File: src/rtl/updown_cmd_ctrl.sv
// Button command stage for the up/down counter.
// Sync, debounce and edge-detect four buttons; drive enable/ctrl/cnt_rst.
module updown_cmd_ctrl #(
  parameter int DEBOUNCE_CYCLES = 4,
  parameter int RST_PULSE       = 2
) (
  input  logic clk,
  input  logic reset,
  input  logic btn_up,
  input  logic btn_down,
  input  logic btn_stop,
  input  logic btn_clr,
  input  logic overflow,
  output logic enable,
  output logic ctrl,
  output logic cnt_rst,
  output logic halted
);

  localparam int CW  = $clog2(DEBOUNCE_CYCLES + 1);
  localparam int PCW = $clog2(RST_PULSE + 1);

  typedef enum logic [2:0] {
    IDLE,
    UP,
    DOWN,
    HALT,
    CLEAR
  } state_t;

  logic [3:0]    btn;
  logic [3:0]    s1;
  logic [3:0]    s2;
  logic [3:0]    lvl;
  logic [3:0]    lvl_d;
  logic [3:0]    prs;
  logic [CW-1:0] db_cnt [4];

  state_t         st;
  state_t         ns;
  logic [PCW-1:0] pcnt;
  logic [PCW-1:0] pcnt_n;

  logic en_n;
  logic ctrl_n;
  logic rst_n;
  logic halt_n;

  logic p_up;
  logic p_down;
  logic p_stop;
  logic p_clr;

  assign btn    = {btn_clr, btn_stop, btn_down, btn_up};
  assign p_up   = prs[0];
  assign p_down = prs[1];
  assign p_stop = prs[2];
  assign p_clr  = prs[3];

  // Press pulse is registered so state follows E0+DEBOUNCE_CYCLES+3.
  always_ff @(posedge clk) begin
    if (!reset) begin
      s1    <= '0;
      s2    <= '0;
      lvl   <= '0;
      lvl_d <= '0;
      prs   <= '0;
      for (int i = 0; i < 4; i++) begin
        db_cnt[i] <= '0;
      end
    end else begin
      s1    <= btn;
      s2    <= s1;
      lvl_d <= lvl;
      prs   <= lvl & ~lvl_d;
      for (int i = 0; i < 4; i++) begin
        if (s2[i] == lvl[i]) begin
          db_cnt[i] <= '0;
        end else if (db_cnt[i] == CW'(DEBOUNCE_CYCLES - 1)) begin
          lvl[i]    <= s2[i];
          db_cnt[i] <= '0;
        end else begin
          db_cnt[i] <= db_cnt[i] + 1'b1;
        end
      end
    end
  end

  always_ff @(posedge clk) begin
    if (!reset) begin
      st      <= IDLE;
      pcnt    <= '0;
      enable  <= 1'b0;
      ctrl    <= 1'b0;
      cnt_rst <= 1'b0;
      halted  <= 1'b0;
    end else begin
      st      <= ns;
      pcnt    <= pcnt_n;
      enable  <= en_n;
      ctrl    <= ctrl_n;
      cnt_rst <= rst_n;
      halted  <= halt_n;
    end
  end

  always_comb begin
    ns     = st;
    pcnt_n = pcnt;
    unique case (st)
      CLEAR: begin
        if (pcnt == PCW'(RST_PULSE)) begin
          ns     = IDLE;
          pcnt_n = '0;
        end else begin
          pcnt_n = pcnt + 1'b1;
        end
      end
      HALT: begin
        if (p_clr) begin
          ns     = CLEAR;
          pcnt_n = '0;
        end
      end
      IDLE, UP, DOWN: begin
        if (p_clr) begin
          ns     = CLEAR;
          pcnt_n = '0;
        end else if (overflow) begin
          ns = HALT;
        end else if (p_stop && st != IDLE) begin
          ns = IDLE;
        end else if (p_up && p_down) begin
          ns = st;
        end else if (p_up && st != UP) begin
          ns = UP;
        end else if (p_down && st != DOWN) begin
          ns = DOWN;
        end
      end
      default: begin
        ns     = IDLE;
        pcnt_n = '0;
      end
    endcase
  end

  always_comb begin
    en_n   = (ns == UP) || (ns == DOWN);
    ctrl_n = (ns == UP);
    rst_n  = (ns == CLEAR) && (pcnt_n < PCW'(RST_PULSE));
    halt_n = (ns == HALT);
  end

endmodule

File: config.mk
export PLATFORM = sky130hd
export DESIGN_NAME = updown_cmd_ctrl
export DESIGN_NICKNAME = d
export VERILOG_FILES = /design/src/rtl/updown_cmd_ctrl.sv
export SDC_FILE = /design/constraint.sdc
export NUM_CORES = 1
export LEC_CHECK = 0
export ABC_AREA = 0
export CAP_MARGIN = 15
export CORE_ASPECT_RATIO = 1.1
export CORE_MARGIN = 3
export CORE_UTILIZATION = 50
export CTS_BUF_LIST = sky130_fd_sc_hd__clkbuf_16
export CTS_CLUSTER_DIAMETER = 100
export DETAILED_ROUTE_END_ITERATION = 10
export GPL_TIMING_DRIVEN = 0
export PLACE_DENSITY = 0.72
export SYNTH_ARGS = -nofsm -noshare
export SYNTH_HDL_FRONTEND = slang
export SYNTH_SLANG_ARGS = --single-unit
export TNS_END_PERCENT = 10
File: constraint.sdc
create_clock -name clk -period 1.12 [get_ports clk]
set_clock_uncertainty 0.05 [all_clocks]
set_input_delay 0.336 -clock clk [delete_from_list [all_inputs] [get_ports clk]]
set_output_delay 0.336 -clock clk [all_outputs]
set_load 0.005 [all_outputs]
======== Word level (Yosys, flattened, before mapping) ========
Memories as Yosys holds them, arrays and structs flattened.
Index checks and enable logic that the tools add are counted.
storage, ports and cells
  bits of input ports ..................... 7
  memories kept ........................... 1
  register bits after elaboration ......... 29
  logic and storage cells ................. 141
  bits in writable memories ............... 12
operators by class
  reductions and logical operators ........ 14
  $lt $le $gt $ge ......................... 1
  equal/unequal tests ..................... 19
  bitwise operators ....................... 18
  add/sub/neg operators ................... 5
  mux-type cells .......................... 69
memory list
  memory  depth  bits a word  rd ports  clocked after memory_dff  wr ports  line  text
  db_cnt  4      3            4         0                         4         37    logic [CW-1:0] db_cnt [4];
operators with widths
  cell                                                                      number
  3-bit 2-to-1 mux                                                          20
  1-bit 2-to-1 mux                                                          45
  3-bit by 2-bit == test with 1-bit output (second input constant)          8
  3-bit by 1-bit adder with 3-bit output (second input constant)            4
  1-bit OR                                                                  12
  3-bit case mux with 3 select lines                                        1
  2-bit AND reduction                                                       4
  3-bit by 1-bit == test with 1-bit output (second input constant)          2
  3-bit == test (second input constant)                                     2
  1-bit logical AND                                                         5
  4-bit AND                                                                 1
  1-bit == test                                                             4
  2-bit 2-to-1 mux                                                          2
  1-bit NOT                                                                 4
  4-bit NOT                                                                 1
  2-bit case mux with 2 select lines                                        1
  4-bit OR reduction                                                        1
  3-bit zero test                                                           1
  3-bit by 1-bit inequality test with 1-bit output (second input constant)  1
  3-bit by 2-bit inequality test with 1-bit output (second input constant)  1
  3-bit nonzero test                                                        1
  3-bit OR reduction                                                        1
  2-bit by 1-bit adder with 2-bit output (second input constant)            1
  2-bit == test (second input constant)                                     1
  2 further kinds                                                           2

======== Longest topological paths before layout ========
Gate-level depths: netlist of the first run.
  word-level depth ........................ 11
  depth in mapped cells ................... 4
  gate-level depth less buffers ........... 4

======== Worst setup path after synthesis of the first run ========
No wires, ideal clock.
  path kind ............................... reg2reg
  from .................................... memory db_cnt[0][0] (netlist name)
  to ...................................... memory db_cnt[0][0] (netlist name), data pin
  data arrival time ....................... 1.039 ns
  setup time .............................. 0.139 ns
  stages on the path, launching flop included .. 5
  data required time ...................... 0.931 ns
  setup slack ............................. -0.108 ns
  cells stage by stage .................... edfxtp_1 ha_1 ha_1 nand3b_1 nor2_1
RTL lines
  item                line
  start: declaration  37

==> out/qor.csv, run 1 <==
stage,metric,value,unit
yosys,seq_area_frac_synth,60.11,%
die,start_util,54.39,%
worst_setup_path,critPathSlowestCell,edfxtp_1,
sta,hold_ws,0.3362,ns
sta,min_period,1.274,ns
clock_network,cts_max_level,2,
grt,grt.total_usage,14.26,%
detailed_routing,vias,959,
min_path,min_path_type,reg -> reg,
worst_setup_path,endpoint_kind,flop,
die,dieArea,3838,sq um
detailed_routing,wirelength,2342,um
grt,grt_pass1_vias,1007,
finish,areaGrowthSynthToFinish,25.34,%
yosys,async_flop_share,0,%
pwr,power,3.069,mW
detailed_routing,drtPass1Iterations,4,
sta,finalHoldViolCount,0,
yosys,synth_common_cells,"29 x dfxtp_1, 16 x nor2_1, 13 x and2_1, 12 x edfxtp_1, 12 x nor2b_1",
worst_setup_path,cp.required,1.21,ns
die,ios,11,
detailed_routing,wl_per_cell,11.77,um
worst_setup_path,cp_max_fo,3,
yosys,synth_top_area_share,37.09,%
worst_setup_path,startpoint_type,flop,
place,portBuffers,10,
finish,final_layout_size_suffix_gt1_share,21.08,%
grt,gr-total-overflow,0,
clock_network,root_buffer,clkbuf_16,
yosys,ys_ff_latch,41,
sta,rsz0062_at_grt,yes,
detailed_routing,ant_nets,0,
yosys,synth_cell_type_count,25,
detailed_routing,vias_per_cell,4.819,
sta,setup_viol,18,
worst_setup_path,critPathMaxStageDelay,0.40,ns
sta,tns,-1.874,ns
clock_network,cts_tree,done,
finish,num-nets-final,180,
yosys,synth.area.top_cells,"dfxtp_1 37%, edfxtp_1 23%, ha_1 6.4%, and2_1 5.2%, nor2b_1 4.8%",
worst_setup_path,crit_path_cell_trace,ha_2 > ha_4 > nand3b_1 > nor2_1,
clock_network,cts.sinks,41,
detailed_routing,first_iter_violations,21,
place,pre_cts_ws,-0.4861,ns
worst_setup_path,cp.arrival,1.36,ns
place,dp_hpwl,1642,um
grt,grt_pass1_wl,3953,um
run_status,status,"complete, but fails checks",
grt,antenna_found_initial,0,
sta,max_freq,784.7,MHz
worst_setup_path,cp_top_family,flip-flops,
yosys,syn_area,1565,sq um
pwr,power_density,1564,nW/um^2
die,fp-row-count,20,
grt,grt_max_degree,12,
pwr,p_leak,0.8138,nW
clock_network,cts_buffers,5,
yosys,avgSynthCellArea,11.51,sq um
sta,fin_ws,-0.1544,ns
detailed_routing,post-route-drc-count,0,
worst_setup_path,crit_type,reg -> reg,
sta,finalCritPeriodShare,113.8,%
clock_network,cts_max_path_buffers,2,
die,die_h,64.68,um
place,gp_congestion,0.8104,
die,core-area,2878,sq um
job,maxCapViolCount,0,
finish,diodes,0,
yosys,synthMostInstantiatedCell,dfxtp_1,
yosys,yosysTopAreaCell,dfxtp_1,
yosys,synthesis.instances,136,
die,fp.dieW,59.35,um
sta,final-max-slew-violation-count,0,
run_status,violations,setup timing,
clock_network,cts_hold_buf,0,
clock_network,path_clk_slew,0.05,ns
yosys,yosysWarnings,0,
yosys,synth-edff-count,12,
pwr,vdd_drop_max,1.109,mV
yosys,synth_flop_cell,dfxtp_1,
clock_network,insertion_delay,0.28,ns
worst_setup_path,critPathBufInv,0,
## final timing paths
check,from,to,slack (ns),cells after the start
worst min-delay path,lvl_d[0],prs[0],0.34,1
worst max register to register,db_cnt[3][0],db_cnt[3][2],-0.15,4
worst min register to register,lvl_d[0],prs[0],0.34,1
worst max-delay path,db_cnt[3][0],db_cnt[3][2],-0.15,4
## timing repair
item	4_1_cts	5_1_grt
gates cloned	0	0
setup buffers	0	1
resized for setup	21	9
pin swaps	5	4
setup endpoints to repair	37	21
## area by class of cell
type / count / area, sq um
buffer: 2 / 15.01
clock inverter: 3 / 11.26
inverter: 11 / 41.29
multi-input combinational: 93 / 690.7
timing repair buffer: 11 / 86.33
clock buffer: 5 / 125.1
fill: 227 / 915.9
tap: 33 / 41.29
sequential: 41 / 950.9
## flip-flops by register name, summed over array words and instances (netlist names)
register	cells
s2	4
prs	4
st	3
enable	1
db_cnt	12
cnt_rst	1
s1	4
halted	1
lvl	4
ctrl	1
pcnt	2
lvl_d	4
## per-stage QoR
| step | cell area [sq um] | util (%) | cells |
|---|---|---|---|
| 6_report | 1962 | 68.17 | 199 |
| 5_1_grt | 1962 | 68.17 | 199 |
| 4_1_cts | 1932 | 67.13 | 198 |
| 3_5_place_dp | 1808 | 62.83 | 190 |
| 3_3_place_gp | 1808 | 62.83 | 190 |
| 2_1_floorplan | 1667 | - | 147 |
## placed cells by master, fill, tap and decap left out, drive strengths merged, types with 2 or more instances in the layout
cell type / n
maj3: 2
ha: 8
conb: 12
dfxtp: 29
nand2: 3
a21oi: 5
buf: 6
clkdlybuf4s50: 5
and2: 13
nand3b: 4
mux2i: 4
nor2b: 12
clkbuf: 6
xor2: 4
nand2b: 2
a32oi: 2
edfxtp: 12
inv: 14
nor2: 16
## kinds of logic (layout without fill, tap and decap cells)
group | count (synthesis) | after routing | share of synthesized area (%)
and+or+nand+nor | 53 | 53 | 19.02
xor gates and xnor gates | 4 | 4 | 2.238
muxes | 4 | 4 | 2.558
DFF | 41 | 41 | 60.11
other | 1 | 12 | 0.2396
adders and majority gates | 10 | 10 | 7.834
buffers and inverters | 13 | 32 | 3.597
AOI/OAI and AO/OA | 10 | 10 | 4.397
## worst register-to-register path, cell delays in order (launching register included)
cell      delay, ns
edfxtp_1       0.40
ha_2           0.21
ha_4           0.16
nand3b_1       0.20
nor2_1         0.12
## where the power goes
group	total, mW	internal, mW	switching, mW
logic	0.162	0.0835	0.0787
clock network	1.30	0.799	0.502
registers	1.61	1.58	0.0285
total	3.07	2.46	0.609
## metal layers
metal | vias to the layer above | global-route usage, % | share of wire (%)
met5 | - | 0 | 0
met4 | 0 | 8.215 | 2.6
met3 | 7 | 5.378 | 6.0
met2 | 23 | 23.77 | 50
met1 | 435 | 14.92 | 41
li1 | 494 | - | -
Note: power is estimated with default switching activity, not from simulation.
==> run 2, diff against run 1 <==
--- a/config.mk
+++ b/config.mk
@@ -8,13 +8,13 @@
 export ABC_AREA = 0
 export CAP_MARGIN = 15
 export CORE_ASPECT_RATIO = 1.1
-export CORE_MARGIN = 3
 export CORE_UTILIZATION = 50
 export CTS_BUF_LIST = sky130_fd_sc_hd__clkbuf_16
 export CTS_CLUSTER_DIAMETER = 100
 export DETAILED_ROUTE_END_ITERATION = 10
 export GPL_TIMING_DRIVEN = 0
 export PLACE_DENSITY = 0.72
+export SLEW_MARGIN = 20
 export SYNTH_ARGS = -nofsm -noshare
 export SYNTH_HDL_FRONTEND = slang
 export SYNTH_SLANG_ARGS = --single-unit
==> out/qor.csv, run 2 (synthesis gave the netlist of run 1 again) <==
stage,metric,value,unit
grt,grt.total_usage,16.06,%
die,fp.dieW,55.35,um
finish,final_layout_size_suffix_gt1_share,20.83,%
finish,num-nets-final,183,
place,gp_congestion,0.7040,
detailed_routing,vias_per_cell,4.811,
detailed_routing,wirelength,2271,um
worst_setup_path,r2r_slack,-0.16,ns
sta,hold_ws,0.3319,ns
pwr,p_leak,0.8176,nW
detailed_routing,drtPass1Iterations,4,
die,dieArea,3358,sq um
pwr,internal-power,2.460,mW
worst_setup_path,critPathSlowestCell,edfxtp_1,
pwr,p_comb_share,5.5,%
place,dp_hpwl,1595,um
detailed_routing,vias,967,
worst_setup_path,cp_max_fo,3,
clock_network,cts_tree,done,
detailed_routing,first_iter_violations,10,
sta,setup_viol,18,
clock_network,insertion_delay,0.27,ns
sta,finalCritPeriodShare,114.6,%
die,start_util,54.39,%
die,die_h,60.68,um
die,ios,11,
run_status,status,"complete, but fails checks",
clock_network,cts_max_level,2,
pwr,vdd_drop_max,1.316,mV
worst_setup_path,worstReg2RegEnd,db_cnt[1][2],
worst_setup_path,crit_type,reg -> reg,
worst_setup_path,crit_path_cell_trace,ha_2 > ha_4 > nand3b_1 > nor2_1,
pwr,swShare,19.46,%
finish,regMostFlops,db_cnt,
job,maxCapViolCount,0,
sta,finalHoldViolCount,0,
worst_setup_path,critPathMaxStageDelay,0.40,ns
detailed_routing,post-route-drc-count,0,
finish,areaGrowthSynthToFinish,26.22,%
sta,rsz0062_at_grt,yes,
place,portBuffers,10,
place,placed_cell_area,1808,sq um
grt,antenna_found_initial,0,
pwr,power_density,1546,nW/um^2
sta,fin_ws,-0.1632,ns
worst_setup_path,timing.rr.start,db_cnt[1][0],
worst_setup_path,cp.required,1.20,ns
die,fp-row-count,20,
grt,grt_pass1_vias,975,
finish,largest_register_ff_count,12,
sta,min_period,1.283,ns
finish,diodes,0,
pwr,p_sw,0.5942,mW
grt,grt_pass1_wl,3939,um
detailed_routing,wl_per_cell,11.30,um
clock_network,cts_buffers,5,
min_path,hp-start,lvl_d[0],
min_path,min_path_type,reg -> reg,
pwr,power,3.054,mW
finish,final_common_cell,dfxtp_1,
grt,grt_max_degree,12,
grt,gr-total-overflow,0,
die,core-area,2878,sq um
clock_network,path_clk_slew,0.05,ns
sta,final-max-slew-violation-count,0,
clock_network,cts.sinks,41,
worst_setup_path,r2r_cells,4,
clock_network,root_buffer,clkbuf_16,
pwr,seq_power_share,52.6,%
finish,fin_area,1976,sq um
detailed_routing,ant_nets,0,
worst_setup_path,cp.arrival,1.37,ns
pwr,clockPowerShare,42.0,%
sta,max_freq,779.3,MHz
run_status,violations,setup timing,
clock_network,cts_max_path_buffers,2,
min_path,hold_path_end,prs[0],
worst_setup_path,startpoint_type,flop,
min_path,hold_path_depth,1,
finish,final_cell_mix,"24 x dfxtp_1, 16 x nor2_1, 13 x and2_1",
worst_setup_path,endpoint_kind,flop,
## run 2: cell types whose count changed in the layout (fill, tap and decap cells not counted)
cell / previous run / this run
inv_2: 2 / 1
clkbuf_1: 1 / 0
inv_1: 12 / 11
buf_1: 0 / 1
dfxtp_1: 23 / 24
clkinv_1: 0 / 1
dfxtp_2: 5 / 4
a21oi_1: 3 / 4
a21oi_2: 2 / 1
buf_4: 1 / 4
## run 2: final cells by class
type	instances	area, sq um
inverters	11	41.29
fillers	229	902.1
multi-input cells	93	686.9
flip-flops and latches	41	949.7
repair buffers	14	108.9
clock inverters	2	7.507
plain buffers	2	15.01
clock buffers	5	125.1
well taps	33	41.29
## run 2: worst max path at each step
| stage | from | end | slack (ns) |
|---|---|---|---|
| detailed placement | reset | db_cnt[3][0] | -0.50 |
| floorplan | db_cnt[0][0] | db_cnt[0][0] | -0.05 |
| CTS | db_cnt[1][0] | db_cnt[1][1] | -0.17 |
| finish | db_cnt[1][0] | db_cnt[1][2] | -0.16 |
| global route | db_cnt[1][0] | db_cnt[1][0] | -0.26 |
| global placement | reset | db_cnt[3][0] | -0.49 |
## run 2: repair_timing
item | CTS | global route
gates cloned | 0 | 0
endpoints found under the setup margin | 41 | 22
buffers inserted | 3 | 1
pin swaps | 4 | 4
resized for setup | 18 | 8
hold buffers | 0 | 0
## run 2: layer usage
layer / track usage, % / vias to the layer above / wire, um
met3: 5.970 / 4 / 75
met5: 0 / - / 0
li1: - / 500 / -
met1: 16.16 / 450 / 955
met2: 29.78 / 13 / 1203
met4: 8.214 / 0 / 36
## run 2: metrics by stage
stage               cells  utilization [%]  setup TNS, ns  setup slack, ns
floorplan             147                -        -0.5100         -0.04964
global placement      190            62.83         -14.51          -0.4851
detailed placement    190            62.83         -14.91          -0.4965
CTS                   200            67.74         -2.120          -0.1679
global route          201            68.65         -3.243          -0.2648
finish                201            68.65         -1.881          -0.1632
## run 2: power groups by stage
stage          sequential (mW)  clock, mW  combinational, mW
5_1_grt                   1.61       1.39              0.193
4_1_cts                   1.60       1.30              0.163
6_report                  1.60       1.28              0.167
3_3_place_gp              1.63          0              0.152
3_5_place_dp              1.63          0              0.162
2_1_floorplan             1.63          0              0.103
## run 2: critical path, delay by kind of cell, from the launching register on
kind | cells | cell delay (ns)
DFF | 1 | 0.40
and+or+nand+nor | 2 | 0.33
adders and majority gates | 2 | 0.36
==> run 3, diff against run 2 <==
--- a/config.mk
+++ b/config.mk
@@ -8,12 +8,12 @@
 export ABC_AREA = 0
 export CAP_MARGIN = 15
 export CORE_ASPECT_RATIO = 1.1
-export CORE_UTILIZATION = 50
+export CORE_UTILIZATION = 51
 export CTS_BUF_LIST = sky130_fd_sc_hd__clkbuf_16
 export CTS_CLUSTER_DIAMETER = 100
 export DETAILED_ROUTE_END_ITERATION = 10
 export GPL_TIMING_DRIVEN = 0
-export PLACE_DENSITY = 0.72
+export PLACE_DENSITY = 0.73
 export SLEW_MARGIN = 20
 export SYNTH_ARGS = -nofsm -noshare
 export SYNTH_HDL_FRONTEND = slang
==> out/qor.csv, run 3 (synthesis gave the netlist of run 1 again) <==
stage,metric,value,unit
detailed_routing,drtPass1Iterations,4,
detailed_routing,post-route-drc-count,0,
grt,grt_pass1_wl,3843,um
pwr,p_leak,0.8169,nW
pwr,vdd_drop_max,1.568,mV
die,ios,11,
worst_setup_path,cp_max_fo,3,
clock_network,cts_hold_buf,0,
die,die_h,60.11,um
place,placed_cell_area,1808,sq um
finish,largest_register_ff_count,12,
grt,grt_pass1_vias,940,
worst_setup_path,crit_type,reg -> reg,
finish,regMostFlops,db_cnt,
sta,max_freq,788.8,MHz
sta,fin_ws,-0.1478,ns
grt,gr-total-overflow,0,
clock_network,cts.sinks,41,
finish,final_cell_mix,"25 x dfxtp_1, 16 x nor2_1, 13 x inv_1, 13 x and2_1",
sta,tns,-1.673,ns
worst_setup_path,cp_top_family,flip-flops,
die,dieArea,3295,sq um
die,core-area,2853,sq um
sta,finalCritPeriodShare,113.2,%
min_path,min_path_type,reg -> reg,
run_status,violations,setup timing,
detailed_routing,wirelength,2130,um
job,maxCapViolCount,0,
place,gp_congestion,0.7331,
detailed_routing,vias_per_cell,4.705,
place,portBuffers,10,
sta,rsz0062_at_grt,yes,
worst_setup_path,startpoint_type,flop,
worst_setup_path,critPathMaxStageDelay,0.39,ns
finish,fillers,227,
sta,finalHoldViolCount,0,
detailed_routing,first_iter_violations,14,
pwr,swShare,19.45,%
finish,areaGrowthSynthToFinish,25.02,%
sta,setup_viol,17,
detailed_routing,ant_nets,0,
clock_network,insertion_delay,0.28,ns
worst_setup_path,crit_path_cell_trace,ha_2 > ha_4 > nand3b_1 > nor2_1,
sta,min_period,1.268,ns
finish,fin_area,1957,sq um
die,fp-row-count,20,
clock_network,cts_tree,done,
grt,grt_max_degree,12,
run_status,status,"complete, but fails checks",
pwr,p_sw,0.5941,mW
clock_network,cts_max_level,2,
grt,antenna_found_initial,0,
finish,final_common_cell,dfxtp_1,
sta,final-max-slew-violation-count,0,
pwr,power_density,1561,nW/um^2
worst_setup_path,critPathBufInv,0,
finish,diodes,0,
pwr,clockPowerShare,42.2,%
worst_setup_path,cp.arrival,1.35,ns
worst_setup_path,cp.required,1.20,ns
worst_setup_path,endpoint_kind,flop,
grt,grt.total_usage,17.03,%
clock_network,cts_buffers,5,
place,dp_cells,190,
clock_network,cts_max_path_buffers,2,
finish,num-nets-final,181,
detailed_routing,vias,941,
pwr,internal-power,2.460,mW
clock_network,path_clk_slew,0.05,ns
worst_setup_path,critPathSlowestCell,edfxtp_1,
finish,final_layout_size_suffix_gt1_share,18.56,%
pwr,p_comb_share,5.2,%
place,dp_hpwl,1566,um
pwr,seq_power_share,52.5,%
clock_network,root_buffer,clkbuf_16,
detailed_routing,wl_per_cell,10.65,um
die,fp.dieW,54.82,um
finish,instances_no_fill,200,
die,start_util,54.87,%
## run 3: through the flow
step / hold slack [ns] / util (%) / power [mW] / setup slack [ns]
after floorplan: 0.3174 / - / 1.731 / -0.04964
after global placement: 0.3236 / 63.38 / 1.781 / -0.4800
after detailed placement: 0.3275 / 63.38 / 1.793 / -0.5098
after CTS: 0.3276 / 68.20 / 3.088 / -0.1576
after global routing: 0.3494 / 68.60 / 3.202 / -0.2203
final: 0.3236 / 68.60 / 3.054 / -0.1478
## run 3: worst reg2reg max path, stage by stage, from the launching register on
cell	delay [ns]
edfxtp_1	0.39
ha_2	0.20
ha_4	0.16
nand3b_1	0.20
nor2_1	0.13
## run 3: cell type report
type | count | area [sq um] | area share, %
multi-input combinational | 93 | 683.2 | 34.91
clock buffer | 5 | 125.1 | 6.394
clock inverter | 3 | 11.26 | 0.5754
tap | 33 | 41.29 | 2.110
timing repair buffer | 12 | 93.84 | 4.795
sequential | 41 | 945.9 | 48.34
inverter | 11 | 41.29 | 2.110
buffer | 2 | 15.01 | 0.7673
## run 3: repair_timing
| item | 4_1_cts | 5_1_grt |
|---|---|---|
| cloned | 0 | 0 |
| pin swaps | 5 | 3 |
| resized for setup | 19 | 4 |
| setup endpoints to repair | 41 | 22 |
| buffers inserted | 2 | 0 |
## run 3: metal layers
metal / global-route usage, % / part of all wire, %
met4: 9.890 / 2.1
met1: 18.70 / 43
met2: 27.02 / 50
met3: 6.870 / 4.7
met5: 0 / 0
## run 3: final timing paths
| kind | from | cells after the start | slack, ns | end |
|---|---|---|---|---|
| setup reg to reg | db_cnt[3][0] | 4 | -0.15 | db_cnt[3][1] |
| hold / removal | lvl_d[1] | 1 | 0.32 | prs[1] |
| hold reg to reg | lvl_d[1] | 1 | 0.32 | prs[1] |
| setup / recovery | db_cnt[3][0] | 4 | -0.15 | db_cnt[3][1] |
## run 3: power groups by stage
| stage | clock network, mW | registers [mW] | logic (mW) |
|---|---|---|---|
| after global placement | 0 | 1.63 | 0.151 |
| after global routing | 1.41 | 1.61 | 0.184 |
| after detailed placement | 0 | 1.63 | 0.160 |
| after CTS | 1.33 | 1.60 | 0.159 |
| after floorplan | 0 | 1.63 | 0.103 |
| final | 1.29 | 1.60 | 0.159 |
